$ cat src/rtl/adsr_pkg.sv
// Shared types and constants for the pulse front-end that feeds the ADSR pixel filter.
package adsr_pkg;

    typedef enum logic [1:0] {
        S_WAIT_RISE = 2'd0,
        S_HIGH      = 2'd1,
        S_DIVIDE    = 2'd2
    } state_t;

    localparam int MS_PER_MIN = 60000;

    // Shortest legal beat interval: anything faster is treated as a double detection.
    function automatic int refractory_ms(input int max_bpm);
        return MS_PER_MIN / max_bpm;
    endfunction

    // Longest legal beat interval: beyond this the pulse is considered lost.
    function automatic int timeout_ms(input int min_bpm);
        return MS_PER_MIN / min_bpm;
    endfunction

endpackage

$ cat src/rtl/pulse_bpm_estimator_div.sv
// bpm_serial_div: 16-bit restoring divider, one quotient bit per cycle, 16-cycle latency,
// one-cycle done strobe. A start while busy is ignored.
module bpm_serial_div (
    input  logic        clk,
    input  logic        reset,
    input  logic        start,
    input  logic [15:0] dividend,
    input  logic [15:0] divisor,
    output logic        busy,
    output logic        done,
    output logic [15:0] quotient
);

    logic [15:0] rem_q, rem_d;
    logic [15:0] quo_q, quo_d;
    logic [15:0] dvs_q, dvs_d;
    logic [4:0]  cnt_q, cnt_d;
    logic        done_q, done_d;
    logic [16:0] shifted;
    logic [16:0] diff;

    always_comb begin
        rem_d   = rem_q;
        quo_d   = quo_q;
        dvs_d   = dvs_q;
        cnt_d   = cnt_q;
        done_d  = 1'b0;
        shifted = {rem_q, quo_q[15]};
        diff    = shifted - {1'b0, dvs_q};
        if (start && cnt_q == 5'd0) begin
            rem_d = '0;
            quo_d = dividend;
            dvs_d = divisor;
            cnt_d = 5'd16;
        end else if (cnt_q != 5'd0) begin
            // The remainder stays below the divisor, so diff fits in 16 bits when taken.
            if (shifted >= {1'b0, dvs_q}) begin
                rem_d = diff[15:0];
                quo_d = {quo_q[14:0], 1'b1};
            end else begin
                rem_d = shifted[15:0];
                quo_d = {quo_q[14:0], 1'b0};
            end
            cnt_d  = cnt_q - 5'd1;
            done_d = (cnt_q == 5'd1);
        end
    end

    always_ff @(posedge clk or posedge reset) begin
        if (reset) begin
            rem_q  <= '0;
            quo_q  <= '0;
            dvs_q  <= '0;
            cnt_q  <= '0;
            done_q <= 1'b0;
        end else begin
            rem_q  <= rem_d;
            quo_q  <= quo_d;
            dvs_q  <= dvs_d;
            cnt_q  <= cnt_d;
            done_q <= done_d;
        end
    end

    assign busy     = (cnt_q != 5'd0);
    assign done     = done_q;
    assign quotient = quo_q;

endmodule

$ cat src/rtl/pulse_bpm_estimator.sv
// Beat detector with adaptive hysteresis threshold, ms interval timer and BPM divider.
// Define BPM_SMOOTH_EN to blend each new BPM 1:3 with the previous estimate.
module pulse_bpm_estimator
    import adsr_pkg::*;
#(
    parameter int CLK_FREQ_HZ = 50_000_000,
    parameter int BITS        = 8,
    parameter int MIN_BPM     = 40,
    parameter int MAX_BPM     = 200,
    parameter int HYST        = 8
) (
    input  logic                             clk,
    input  logic                             reset,
    input  logic [BITS-1:0]                  sample_in,
    input  logic                             sample_valid,
    output logic [$clog2(MAX_BPM+1)-1:0]     BPM_estimate,
    output logic [BITS-1:0]                  pulse_amplitude,
    output logic                             bpm_valid,
    output logic                             beat_pulse,
    output state_t                           dbg_state,
    output logic                             dbg_armed,
    output logic [BITS-1:0]                  dbg_thr
);

    localparam int BW    = $clog2(MAX_BPM + 1);
    localparam int TICKS = CLK_FREQ_HZ / 1000;
    localparam int TW    = (TICKS > 1) ? $clog2(TICKS) : 1;
    localparam logic [TW-1:0]   TICK_LAST = TW'(TICKS - 1);
    localparam logic [10:0]     T_OUT     = 11'(timeout_ms(MIN_BPM));
    localparam logic [10:0]     T_REFR    = 11'(refractory_ms(MAX_BPM));
    localparam logic [BITS:0]   THR_SAT   = {1'b0, {BITS{1'b1}}};
    localparam logic [BITS-1:0] THR_MID   = BITS'(1 << (BITS - 1));
    localparam logic [BITS:0]   HYST_W    = (BITS + 1)'(HYST);
    localparam logic [BW-1:0]   MIN_Q     = BW'(MIN_BPM);
    localparam logic [BW-1:0]   MAX_Q     = BW'(MAX_BPM);

    state_t          state_q, state_d;
    logic [BITS-1:0] thr_q, thr_d, max_q, max_d, min_q, min_d, amp_q, amp_d;
    logic [TW-1:0]   tick_cnt_q, tick_cnt_d;
    logic [10:0]     interval_q, interval_d;
    logic [BW-1:0]   bpm_q, bpm_d, bpm_raw, bpm_new;
    logic            armed_q, armed_d, bpm_valid_q, bpm_valid_d, beat_q, beat_d;
    logic            tick, timeout, rise, fall, div_start, div_busy, div_done;
    logic [BITS:0]   thr_hi_raw, thr_hi, thr_lo, mid_sum;
    logic [BITS-1:0] mx_cur, mn_cur;
    logic [15:0]     div_quo;

    bpm_serial_div u_div (
        .clk      (clk),
        .reset    (reset),
        .start    (div_start),
        .dividend (16'(MS_PER_MIN)),
        .divisor  ({5'b0, interval_q}),
        .busy     (div_busy),
        .done     (div_done),
        .quotient (div_quo)
    );

    always_comb begin
        bpm_raw = (div_quo < 16'(MIN_BPM)) ? MIN_Q :
                  (div_quo > 16'(MAX_BPM)) ? MAX_Q : div_quo[BW-1:0];
    end

`ifdef BPM_SMOOTH_EN
    logic [9:0] bpm_smooth;
    assign bpm_smooth = (10'(bpm_q) * 10'd3 + 10'(bpm_raw) + 10'd2) >> 2;
    assign bpm_new    = bpm_valid_q ? BW'(bpm_smooth) : bpm_raw;
`else
    assign bpm_new = bpm_raw;
`endif

    // Datapath terms shared by the next-state logic.
    always_comb begin
        tick       = (tick_cnt_q == TICK_LAST);
        tick_cnt_d = tick ? '0 : tick_cnt_q + 1'b1;
        thr_hi_raw = {1'b0, thr_q} + HYST_W;
        thr_hi     = (thr_hi_raw > THR_SAT) ? THR_SAT : thr_hi_raw;
        thr_lo     = ({1'b0, thr_q} >= HYST_W) ? ({1'b0, thr_q} - HYST_W) : '0;
        rise       = sample_valid && ({1'b0, sample_in} > thr_hi);
        fall       = sample_valid && ({1'b0, sample_in} < thr_lo);
        mx_cur     = (sample_valid && sample_in > max_q) ? sample_in : max_q;
        mn_cur     = (sample_valid && sample_in < min_q) ? sample_in : min_q;
        mid_sum    = {1'b0, mx_cur} + {1'b0, mn_cur};
        timeout    = tick && (interval_q == T_OUT - 11'd1) && (state_q != S_DIVIDE);
    end

    always_comb begin
        state_d     = state_q;
        thr_d       = thr_q;
        armed_d     = armed_q;
        max_d       = mx_cur;
        min_d       = mn_cur;
        amp_d       = amp_q;
        bpm_d       = bpm_q;
        bpm_valid_d = bpm_valid_q;
        beat_d      = 1'b0;
        div_start   = 1'b0;
        interval_d  = (tick && interval_q != T_OUT) ? interval_q + 11'd1 : interval_q;
        if (timeout) begin
            bpm_d       = '0;
            amp_d       = '0;
            bpm_valid_d = 1'b0;
            armed_d     = 1'b0;
            thr_d       = THR_MID;
            state_d     = S_WAIT_RISE;
        end else begin
            case (state_q)
                S_WAIT_RISE: begin
                    if (rise) begin
                        if (interval_q < T_REFR) begin
                            state_d = S_HIGH;
                        end else begin
                            beat_d     = 1'b1;
                            amp_d      = mx_cur - mn_cur;
                            thr_d      = mid_sum[BITS:1];
                            max_d      = sample_in;
                            min_d      = sample_in;
                            interval_d = '0;
                            if (armed_q) begin
                                div_start = !div_busy;
                                state_d   = S_DIVIDE;
                            end else begin
                                armed_d = 1'b1;
                                state_d = S_HIGH;
                            end
                        end
                    end
                end
                S_HIGH: begin
                    if (fall) state_d = S_WAIT_RISE;
                end
                S_DIVIDE: begin
                    if (div_done) begin
                        bpm_d       = bpm_new;
                        bpm_valid_d = 1'b1;
                        state_d     = S_HIGH;
                    end
                end
                default: state_d = S_WAIT_RISE;
            endcase
        end
    end

    always_ff @(posedge clk or posedge reset) begin
        if (reset) begin
            state_q     <= S_WAIT_RISE;
            thr_q       <= THR_MID;
            armed_q     <= 1'b0;
            max_q       <= '0;
            min_q       <= '1;
            amp_q       <= '0;
            bpm_q       <= '0;
            bpm_valid_q <= 1'b0;
            beat_q      <= 1'b0;
            tick_cnt_q  <= '0;
            interval_q  <= '0;
        end else begin
            state_q     <= state_d;
            thr_q       <= thr_d;
            armed_q     <= armed_d;
            max_q       <= max_d;
            min_q       <= min_d;
            amp_q       <= amp_d;
            bpm_q       <= bpm_d;
            bpm_valid_q <= bpm_valid_d;
            beat_q      <= beat_d;
            tick_cnt_q  <= tick_cnt_d;
            interval_q  <= interval_d;
        end
    end

    always_comb begin
        BPM_estimate    = bpm_q;
        pulse_amplitude = amp_q;
        bpm_valid       = bpm_valid_q;
        beat_pulse      = beat_q;
        dbg_state       = state_q;
        dbg_armed       = armed_q;
        dbg_thr         = thr_q;
    end

endmodule

$ cat config.mk
export PLATFORM = sky130hd
export DESIGN_NAME = pulse_bpm_estimator
export DESIGN_NICKNAME = d
export VERILOG_FILES = /design/src/rtl/adsr_pkg.sv /design/src/rtl/pulse_bpm_estimator_div.sv /design/src/rtl/pulse_bpm_estimator.sv
export SDC_FILE = /design/constraint.sdc
export NUM_CORES = 1
export LEC_CHECK = 0
export ABC_AREA = 1
export CAP_MARGIN = 20
export CELL_PAD_IN_SITES_DETAIL_PLACEMENT = 2
export CELL_PAD_IN_SITES_GLOBAL_PLACEMENT = 2
export CORE_MARGIN = 2
export CORE_UTILIZATION = 24
export CTS_CLUSTER_SIZE = 24
export DETAILED_ROUTE_END_ITERATION = 8
export DONT_BUFFER_PORTS = 1
export MAX_ROUTING_LAYER = met4
export PLACE_DENSITY_LB_ADDON = 0.1
export SYNTH_ARGS = -nofsm -noshare
export SYNTH_HDL_FRONTEND = slang
export SYNTH_SLANG_ARGS = --single-unit
$ cat constraint.sdc
create_clock -name clk -period 8.2 [get_ports clk]
set_input_delay 0.82 -clock clk [delete_from_list [all_inputs] [get_ports clk]]
set_output_delay 0.82 -clock clk [all_outputs]
set_load 0.01 [all_outputs]
==> results of run 1 <==
[cells by family after synthesis]
logic type	Yosys count	synth area share, %
xor gates and xnor gates	28	2.99
AOI/OAI and AO/OA	138	9.14
and+or+nand+nor	579	30.9
adders and majority gates	68	10.6
DFF	121	37.0
buffers and inverters	184	9.34
[cells in the mapped netlist (2+ instances only)]
master / count / area (µm²)
o21ai_1: 9 / 45.0
buf_4: 2 / 15.0
buf_6: 5 / 56.3
nand3_4: 2 / 35.0
dfrtp_1: 112 / 2800
o21a_1: 4 / 30.0
o21ai_0: 69 / 345
o21ai_2: 3 / 26.3
nand3_2: 6 / 60.1
nor4_1: 6 / 37.5
o211ai_1: 5 / 37.5
nand3_1: 118 / 591
xor2_1: 25 / 219
buf_8: 2 / 30.0
nand2_1: 300 / 1130
xnor2_1: 3 / 26.3
buf_2: 7 / 35.0
dfstp_2: 9 / 236
nand2_2: 2 / 12.5
fa_1: 3 / 60.1
o21bai_1: 2 / 15.0
nor2_1: 92 / 345
inv_1: 153 / 574
nor3_1: 18 / 90.1
nand4_1: 15 / 93.8
nor3_2: 2 / 20.0
ha_1: 65 / 813
a211oi_1: 2 / 15.0
or2_2: 6 / 37.5
clkbuf_1: 9 / 33.8
a21oi_1: 40 / 200
nor2_2: 5 / 31.3
nand3b_1: 5 / 37.5
inv_2: 4 / 15.0
[state kept, by name (all words and copies together), names as in the netlist, 11 cells and up]
signal	count
tick_cnt_q	16
u_div.quotient	16
u_div.dvs_q	11
u_div.rem_q	16
interval_q	11
[cell usage in the layout (no fill, tap or decap), types with 5 or more instances in the layout]
| cell type | netlist | routed |
|---|---|---|
| o21ai_1 | 9 | 9 |
| nand3_2 | 6 | 6 |
| ha_1 | 65 | 65 |
| nand2_1 | 300 | 300 |
| xor2_1 | 25 | 25 |
| inv_1 | 153 | 152 |
| dfstp_2 | 9 | 9 |
| nor4_1 | 6 | 6 |
| clkbuf_16 | 0 | 17 |
| o211ai_1 | 5 | 5 |
| a21oi_1 | 40 | 40 |
| or2_2 | 6 | 6 |
| nand3b_1 | 5 | 5 |
| o21ai_0 | 69 | 69 |
| nand4_1 | 15 | 15 |
| nor2_1 | 92 | 91 |
| nor3_1 | 18 | 18 |
| clkinvlp_4 | 0 | 6 |
| dfrtp_1 | 112 | 112 |
| nand3_1 | 118 | 118 |
| buf_4 | 2 | 7 |
[metal layers]
metal	vias to the layer above	track usage, %	routed length, µm
li1	3610	-	-
met1	3583	21.6	13400
met2	41	26.0	12300
met3	14	3.10	671
met4	0	3.70	235
met5	-	-	0
[final timing paths]
kind | start | end | slack [ns] | depth (start not counted)
max in group asynchronous | reset | tick_cnt_q[10]$_DFF_PP0_ | 6.57 | 2
min in group clk | tick_cnt_q[0]$_DFF_PP0_ | tick_cnt_q[0]$_DFF_PP0_ | 0.47 | 1
max | dbg_thr[3]$_DFFE_PP0P_ | dbg_thr[3]$_DFFE_PP0P_ | 4.13 | 20
max reg2reg | dbg_thr[3]$_DFFE_PP0P_ | dbg_thr[3]$_DFFE_PP0P_ | 4.13 | 20
min | reset | BPM_estimate[5]$_DFFE_PP0P_ | 0.34 | 1
min reg2reg | tick_cnt_q[0]$_DFF_PP0_ | tick_cnt_q[0]$_DFF_PP0_ | 0.47 | 1
[power by group through the flow]
stage / Sequential, mW / Combinational (mW) / Clock, mW
finish: 1.12 / 2.07 / 0.735
global route: 1.16 / 2.46 / 0.785
CTS: 1.13 / 2.13 / 0.765
detailed placement: 1.13 / 2.11 / 0
global placement: 1.13 / 2.08 / 0
floorplan: 1.03 / 1.56 / 0
[layout make-up]
cell class / count / area share, %
repair buffers: 7 / 0.569
clock buffers: 18 / 4.75
flip-flops and latches: 121 / 32.9
well taps: 448 / 6.07
inverters: 158 / 6.48
clock inverters: 14 / 1.35
multi-input cells: 813 / 47.9
[critical path, cell delays in order, from the launching register on]
cell and delay (ns):
dfrtp_1 0.57, inv_1 0.23, ha_1 0.36, inv_1 0.09, nor2_1 0.05, nor4_1 0.28
nand2_1 0.09, nand2_1 0.20, nor2_1 0.08, ha_1 0.30, nand2_1 0.08, nor2_1 0.15
nand3b_1 0.09, nand3_1 0.08, nand2_1 0.08, inv_2 0.12, nand3_4 0.23, nor2_4 0.15
buf_4 0.42, nand3_1 0.23, nand2_1 0.11
[metrics by stage]
stage / power (mW) / setup slack [ns] / area [µm²] / util (%)
floorplan: 2.60 / 4.18 / 8220 / -
global placement: 3.21 / 4.08 / 8670 / 25.8
detailed placement: 3.25 / 4.02 / 8670 / 25.8
CTS: 4.02 / 4.00 / 9240 / 27.5
global route: 4.41 / 3.71 / 9240 / 27.5
finish: 3.92 / 4.13 / 9240 / 27.5
==> qor.yml, run 1 <==
status: "finished, final reports clean"
drt_iter0_drc: 217
die_area_um2: 35700
hpwl_um: 19800
cts_sinks: 121
cts_resized: 0
worst_slew_pin_slew_ns: 0.816
hp-class: "in -> async"
avgSynthCellArea_um2: 7.35
multi_input_area_um2: 4420
ioPinCount: 40
async_flop_share_pct: 100
final_nets: 1197
p_int_mw: 2.01
p_per_area_nw_per_um2: 424
layout-drive-gt1-share_pct: 7.34
vdd_drop_max_mv: 0.171
seqCellArea_um2: 3040
grt_start_max_net_pins: 62
grt_pass1_wl_um: 44900
cts_inserted_buffers: 17
syn_to_final_growth_pct: 12.4
synth_edf_count: 0
max_freq_mhz: 246
crit_type: "reg -> reg"
synth_nets: 1197
yosysSeqAreaShare_pct: 37.0
netSwitchingFraction_pct: 48.6
fin_hold_ws_ns: 0.343
period_share_pct: 49.6
finalHoldViolCount: 0
n_fill_cell: 3959
drtPass1Iterations: 4
maxCapViolCount: 0
post_cts_buffers: 0
skew_ns: 0.0123
stdcell_count: 1579
io_buffers: 0
postSynthCellCount: 1118
p_sw_mw: 1.91
pwr-share-seq_pct: 28.5
antenna_found_initial: 0
antenna_cells: 0
rsz0062_at_grt: "no"
start_util_pct: 24.4
drt_wl_total_um: 26600
postCtsHoldBufs: 0
cp-start-kind: "register"
ys_warn_count: 0
crit_path_end_kind: "register"
dp_cells: 1547
htreeDepth: 4
num_rows: 67
synthFlopType: "dfrtp_1"
clock_latency_ns: 0.43
worstPathArrival_ns: 4.43
maxSlewViolCount: 0
cp.required_ns: 8.56
ant_nets: 0
die_height_um: 189
power_frac_clock_pct: 18.7
cp_max_fo: 38
grt_pass1_vias: 8081
clockBufferDepth: 2
gp_congestion: 0.753
tns_ns: 0
max_slew_margin_pct: 45.6
synth_cell_type_count: 42
setup_viol: 0
p_leak_nw: 4.58
fp.coreArea_um2: 33600
clockRootBuffer: "clkbuf_16"
grt_overflow: 0
drc: 0
fp.dieW_um: 189
ys_ff_latch: 121
drt-vias-per-instance: 4.59
syn_area_um2: 8220
wl_per_cell_um: 16.8
cts_tree: "yes"
vias: 7248
period_needed_ns: 4.07
clk_pin_slew_worst_paths_ns: 0.06
comb_power_share_pct: 52.8
grt_usage_pct: 16.4
Power figures use the tool's default switching activity.
==> inputs of run 2 (changes only) <==
==> constraint.sdc (replaced) <==
create_clock -name clk -period 3.3 [get_ports clk]
set_input_delay 0.33 -clock clk [delete_from_list [all_inputs] [get_ports clk]]
set_output_delay 0.33 -clock clk [all_outputs]
set_load 0.01 [all_outputs]
==> qor.yml, run 2 (synthesis results as in run 1) <==
status: "finished, final reports clean"
wl_per_cell_um: 17.0
ioPinCount: 40
crit_path_end_kind: "register"
r2r_setup_slack_ns: 0.13
max_slew_margin_pct: 45.6
r2r_cells: 19
rsz0062_at_grt: "yes"
ant_nets: 0
cp_max_fo: 7
die_area_um2: 35700
num_rows: 67
p_per_area_nw_per_um2: 1050
cp-start-kind: "register"
antenna_cells: 0
grt_busiest_layer: "met2"
clk_pin_slew_worst_paths_ns: 0.07
mostFrequentLayoutCells: "nand2_1 (280), inv_1 (147), dfrtp_1 (112), nand3_1 (104), nor2_1 (83)"
cts_inserted_buffers: 17
finalHoldViolCount: 0
layout-drive-gt1-share_pct: 16.7
drt-vias-per-instance: 4.60
drc: 0
maxCapViolCount: 0
tns_ns: 0
n_fill_cell: 3909
dp_slack_ns: -0.0482
period_share_pct: 96.0
gp_congestion: 0.743
whs_endpoint: "min_q[6]$_DFF_PP1_"
antenna_found_initial: 0
hold_start: "sample_in[6]"
final_common_cell: "nand2_1"
drtPass1Iterations: 4
p_leak_nw: 4.92
grt_pass1_wl_um: 44400
fp.coreArea_um2: 33600
drt_wl_total_um: 27700
max_freq_mhz: 316
slowest_stage: "dfrtp_1"
worst_slew_pin_slew_ns: 0.814
vias: 7471
use_met3_pct: 3.10
placed_area_um2: 8960
final_nets: 1243
fp.dieW_um: 189
cp.required_ns: 3.65
use_met1_pct: 20.9
clockRootBuffer: "clkbuf_16"
hpwl_um: 20300
clockBufferDepth: 2
io_buffers: 0
dp_cells: 1577
cts_sinks: 121
maxSlewViolCount: 0
worstPathArrival_ns: 3.51
period_needed_ns: 3.17
grt_start_max_net_pins: 52
start_util_pct: 24.4
clock_latency_ns: 0.43
fin_ws_ns: 0.134
r2r-start: "dbg_thr[4]$_DFFE_PP0P_"
vdd_drop_max_mv: 0.443
min_path_cells: 2
htreeDepth: 4
crit_type: "reg -> reg"
die_height_um: 189
r2r_end: "dbg_thr[1]$_DFFE_PP0P_"
path_cells: "ha_2, xor2_2, nand3_1, nor4_2, nand2_1, nand2_4, nor2_1, ha_1, nand2_2, nor2_4, nand3b_1, nand3_1, nand2_1, inv_2, nand3_4, nor2_4, buf_12, clkinvlp_4, o21ai_1"
critPathTopFamily: "simple AND/OR/NAND/NOR gates"
drt_iter0_drc: 185
setup_viol: 0
grt_pass1_vias: 8212
cts_tree: "yes"
syn_to_final_growth_pct: 23.3
stdcell_count: 1625
path_buf_inv: 3
grt_overflow: 0
postLayoutCellArea_um2: 10100
grt_usage_pct: 16.2
hp-class: "in -> reg"
skew_ns: 0.0121
use_met2_pct: 26.6
max_stage_delay_ns: 0.43
run 2: timing repair:
item	CTS	global route
cloned	0	6
buffers inserted	0	8
hold buffers	2	1
pin swaps	0	32
gates resized for setup	5	115
hold endpoints to repair	31	1
setup endpoints to repair	4	93
run 2: cell type report:
cell class | instances | area, µm² | area share, %
clock buffers | 20 | 447 | 4.41
inverters | 158 | 601 | 5.93
repair buffers | 52 | 573 | 5.66
well taps | 448 | 561 | 5.53
multi-input cells | 813 | 4760 | 47.0
repair inverters | 1 | 7.51 | 0.0741
flip-flops and latches | 121 | 3040 | 30.0
clock inverters | 12 | 145 | 1.43
run 2: per-stage QoR:
stage	utilization (%)	power [mW]	hold WS [ns]
2_1_floorplan	-	6.46	0.433
3_3_place_gp	26.6	8.13	0.395
3_5_place_dp	26.6	8.25	0.403
4_1_cts	28.5	10.3	0.00293
5_1_grt	30.1	11.8	0.0200
6_report	30.1	10.6	0.0198
run 2: worst max-delay path by stage:
stage                      startpoint                              to  cells after the start
5_1_grt        dbg_thr[4]$_DFFE_PP0P_              max_q[1]$_DFF_PP0_                     22
2_1_floorplan      min_q[5]$_DFF_PP1_  pulse_amplitude[6]$_DFFE_PP0P_                     17
3_5_place_dp       min_q[7]$_DFF_PP1_          dbg_thr[5]$_DFFE_PP0P_                     17
4_1_cts        dbg_thr[3]$_DFFE_PP0P_          dbg_thr[1]$_DFFE_PP0P_                     19
3_3_place_gp       min_q[7]$_DFF_PP1_          dbg_thr[5]$_DFFE_PP0P_                     17
6_report       dbg_thr[4]$_DFFE_PP0P_          dbg_thr[1]$_DFFE_PP0P_                     19
run 2: worst register-to-register path, cell delays in order, from the launching register on:
cell	delay [ns]
dfrtp_1	0.43
ha_2	0.24
xor2_2	0.16
nand3_1	0.11
nor4_2	0.30
nand2_1	0.13
nand2_4	0.16
nor2_1	0.07
ha_1	0.28
nand2_2	0.06
nor2_4	0.12
nand3b_1	0.08
nand3_1	0.07
nand2_1	0.07
inv_2	0.08
nand3_4	0.08
nor2_4	0.13
buf_12	0.14
clkinvlp_4	0.19
o21ai_1	0.18
run 2: report_power, final:
group,switching [mW],total (mW),internal [mW]
clock network,0.776,1.92,1.14
registers,0.562,2.69,2.13
logic,3.71,6.03,2.32
total,5.05,10.6,5.59
run 2: layer usage:
metal / up-vias / share of wire (%)
li1: 3702 / -
met1: 3713 / 49
met2: 39 / 48
met3: 17 / 2.6
met4: 0 / 0.78
met5: - / 0
==> inputs of run 3 (changes only) <==
--- a/config.mk
+++ b/config.mk
@@ -10,12 +10,13 @@
 export CELL_PAD_IN_SITES_DETAIL_PLACEMENT = 2
 export CELL_PAD_IN_SITES_GLOBAL_PLACEMENT = 2
 export CORE_MARGIN = 2
-export CORE_UTILIZATION = 24
+export CORE_UTILIZATION = 34
 export CTS_CLUSTER_SIZE = 24
 export DETAILED_ROUTE_END_ITERATION = 8
 export DONT_BUFFER_PORTS = 1
 export MAX_ROUTING_LAYER = met4
 export PLACE_DENSITY_LB_ADDON = 0.1
+export RECOVER_POWER = 50
 export SYNTH_ARGS = -nofsm -noshare
 export SYNTH_HDL_FRONTEND = slang
 export SYNTH_SLANG_ARGS = --single-unit
==> qor.yml, run 3 (synthesis results as in run 1) <==
die_height_um: 159
syn_to_final_growth_pct: 19.6
grt_start_max_net_pins: 122
p_leak_nw: 4.88
crit_path_end_kind: "register"
postLayoutCellArea_um2: 9820
cts_sinks: 121
worst_slew_pin_slew_ns: 0.760
p_per_area_nw_per_um2: 1120
io_buffers: 0
multi_input_area_um2: 4670
maxSlewViolCount: 0
cp_max_fo: 7
status: "finished with violations"
grt_usage_pct: 22.0
cp-start-kind: "register"
hpwl_um: 19200
fin_hold_ws_ns: -0.0798
vias: 7655
fp.dieW_um: 159
htreeDepth: 4
antenna_cells: 0
seqCellArea_um2: 3040
crit_type: "reg -> reg"
wl_per_cell_um: 18.3
fp.coreArea_um2: 23600
drt_wl_total_um: 27400
worstPathArrival_ns: 3.55
ioPinCount: 40
total_power_mw: 11.0
dp_cells: 1453
stdcell_count: 1498
vdd_drop_max_mv: 0.528
maxCapViolCount: 0
clockRootBuffer: "clkbuf_16"
drt_iter0_drc: 252
grt_pass1_vias: 8285
clock_latency_ns: 0.44
drtPass1Iterations: 5
die_area_um2: 25400
hp-class: "in -> async"
drc: 0
rsz0062_at_grt: "yes"
layout-drive-gt1-share_pct: 15.2
grt_pass1_wl_um: 43700
grt_overflow: 0
drt-vias-per-instance: 5.11
mostFrequentLayoutCells: "nand2_1 (288), inv_1 (148), nand3_1 (116), dfrtp_1 (110), nor2_1 (87)"
finalHoldViolCount: 18
ant_nets: 0
violations: "hold timing"
clockBufferDepth: 2
final_common_cell: "nand2_1"
skew_ns: 0.0182
max_slew_margin_pct: 49.3
gp_congestion: 0.826
final_nets: 1245
cts_tree: "yes"
clk_pin_slew_worst_paths_ns: 0.07
n_fill_cell: 2819
period_needed_ns: 3.22
cp.required_ns: 3.62
r2r_cells: 19
start_util_pct: 34.8
cts_inserted_buffers: 17
max_freq_mhz: 310
postCtsHoldBufs: 0
antenna_found_initial: 0
placed_area_um2: 8800
num_rows: 56
period_share_pct: 97.7
setup_viol: 0
## run 3: cell count changes in the layout (fill, tap and decap cells not counted), sizes merged
cell and delta:
clkinvlp -1, clkinv -7, clkbuf -6, inv +10, buf +9, dlygate4sd3 -3
## run 3: final timing paths
check                                           to               startpoint  slack, ns
setup / recovery                max_q[4]$_DFF_PP0_   dbg_thr[4]$_DFFE_PP0P_       0.08
hold / removal             tick_cnt_q[9]$_DFF_PP0_                    reset      -0.08
setup reg to reg                max_q[4]$_DFF_PP0_   dbg_thr[4]$_DFFE_PP0P_       0.08
hold reg to reg            tick_cnt_q[0]$_DFF_PP0_  tick_cnt_q[0]$_DFF_PP0_       0.46
max in group asynchronous   dbg_thr[4]$_DFFE_PP0P_                    reset       2.73
min in group clk                min_q[0]$_DFF_PP1_             sample_in[0]       0.02
## run 3: worst max-delay path, cell delays in order (launching register included)
cell	delay (ns)
dfrtp_2	0.46
ha_4	0.19
xor2_2	0.18
nand3_1	0.13
nor4_2	0.28
nand2_1	0.13
nand2_4	0.14
nor2_1	0.06
ha_1	0.30
inv_1	0.11
nor2_4	0.04
a31oi_1	0.17
nand2_1	0.10
inv_2	0.08
nand3_4	0.08
nor2_4	0.19
clkinvlp_4	0.18
buf_6	0.17
nand2_2	0.07
nand2_1	0.05
## run 3: timing repair
item	CTS	global route
hold endpoints to repair	0	0
buffers inserted	4	9
cloned	0	1
resized for setup	7	67
pin swaps	0	20
endpoints found under the setup margin	24	91
## run 3: stage by stage
stage	worst slack (ns)	hold WS (ns)	TNS, ns	util (%)
global placement	-0.0675	0.453	-0.417	37.3
detailed placement	-0.153	0.460	-1.50	37.3
global route	-0.185	0.0258	-8.78	41.6
CTS	0.00992	0.00508	0	40.1
floorplan	0.274	0.433	0	-
finish	0.0755	-0.0798	0	41.6
## run 3: final cells by class
type	instances	share of cell area (%)
Sequential cell	121	31.0
Multi-Input combinational cell	813	47.5
Inverter	158	6.09
Clock inverter	15	2.01
Clock buffer	17	4.33
Timing Repair Buffer	55	5.03
Tap cell	319	4.06
## run 3: report_power, final
| group | internal [mW] | total, mW | switching, mW | leakage (nW) |
|---|---|---|---|---|
| Sequential | 2.13 | 2.73 | 0.594 | 1.49 |
| Combinational | 2.42 | 6.24 | 3.82 | 3.09 |
| Clock | 1.16 | 2.01 | 0.849 | 0.305 |
| Total | 5.72 | 11.0 | 5.26 | 4.88 |
## run 3: metal layers
layer  vias to the layer above  global-route usage (%)  routed length [µm]
met5                         -                       -                   0
met2                        57                    37.7               13900
met1                      3871                    27.4               12500
li1                       3706                       -                   -
met4                         0                    5.25                 312
met3                        21                    3.23                 635
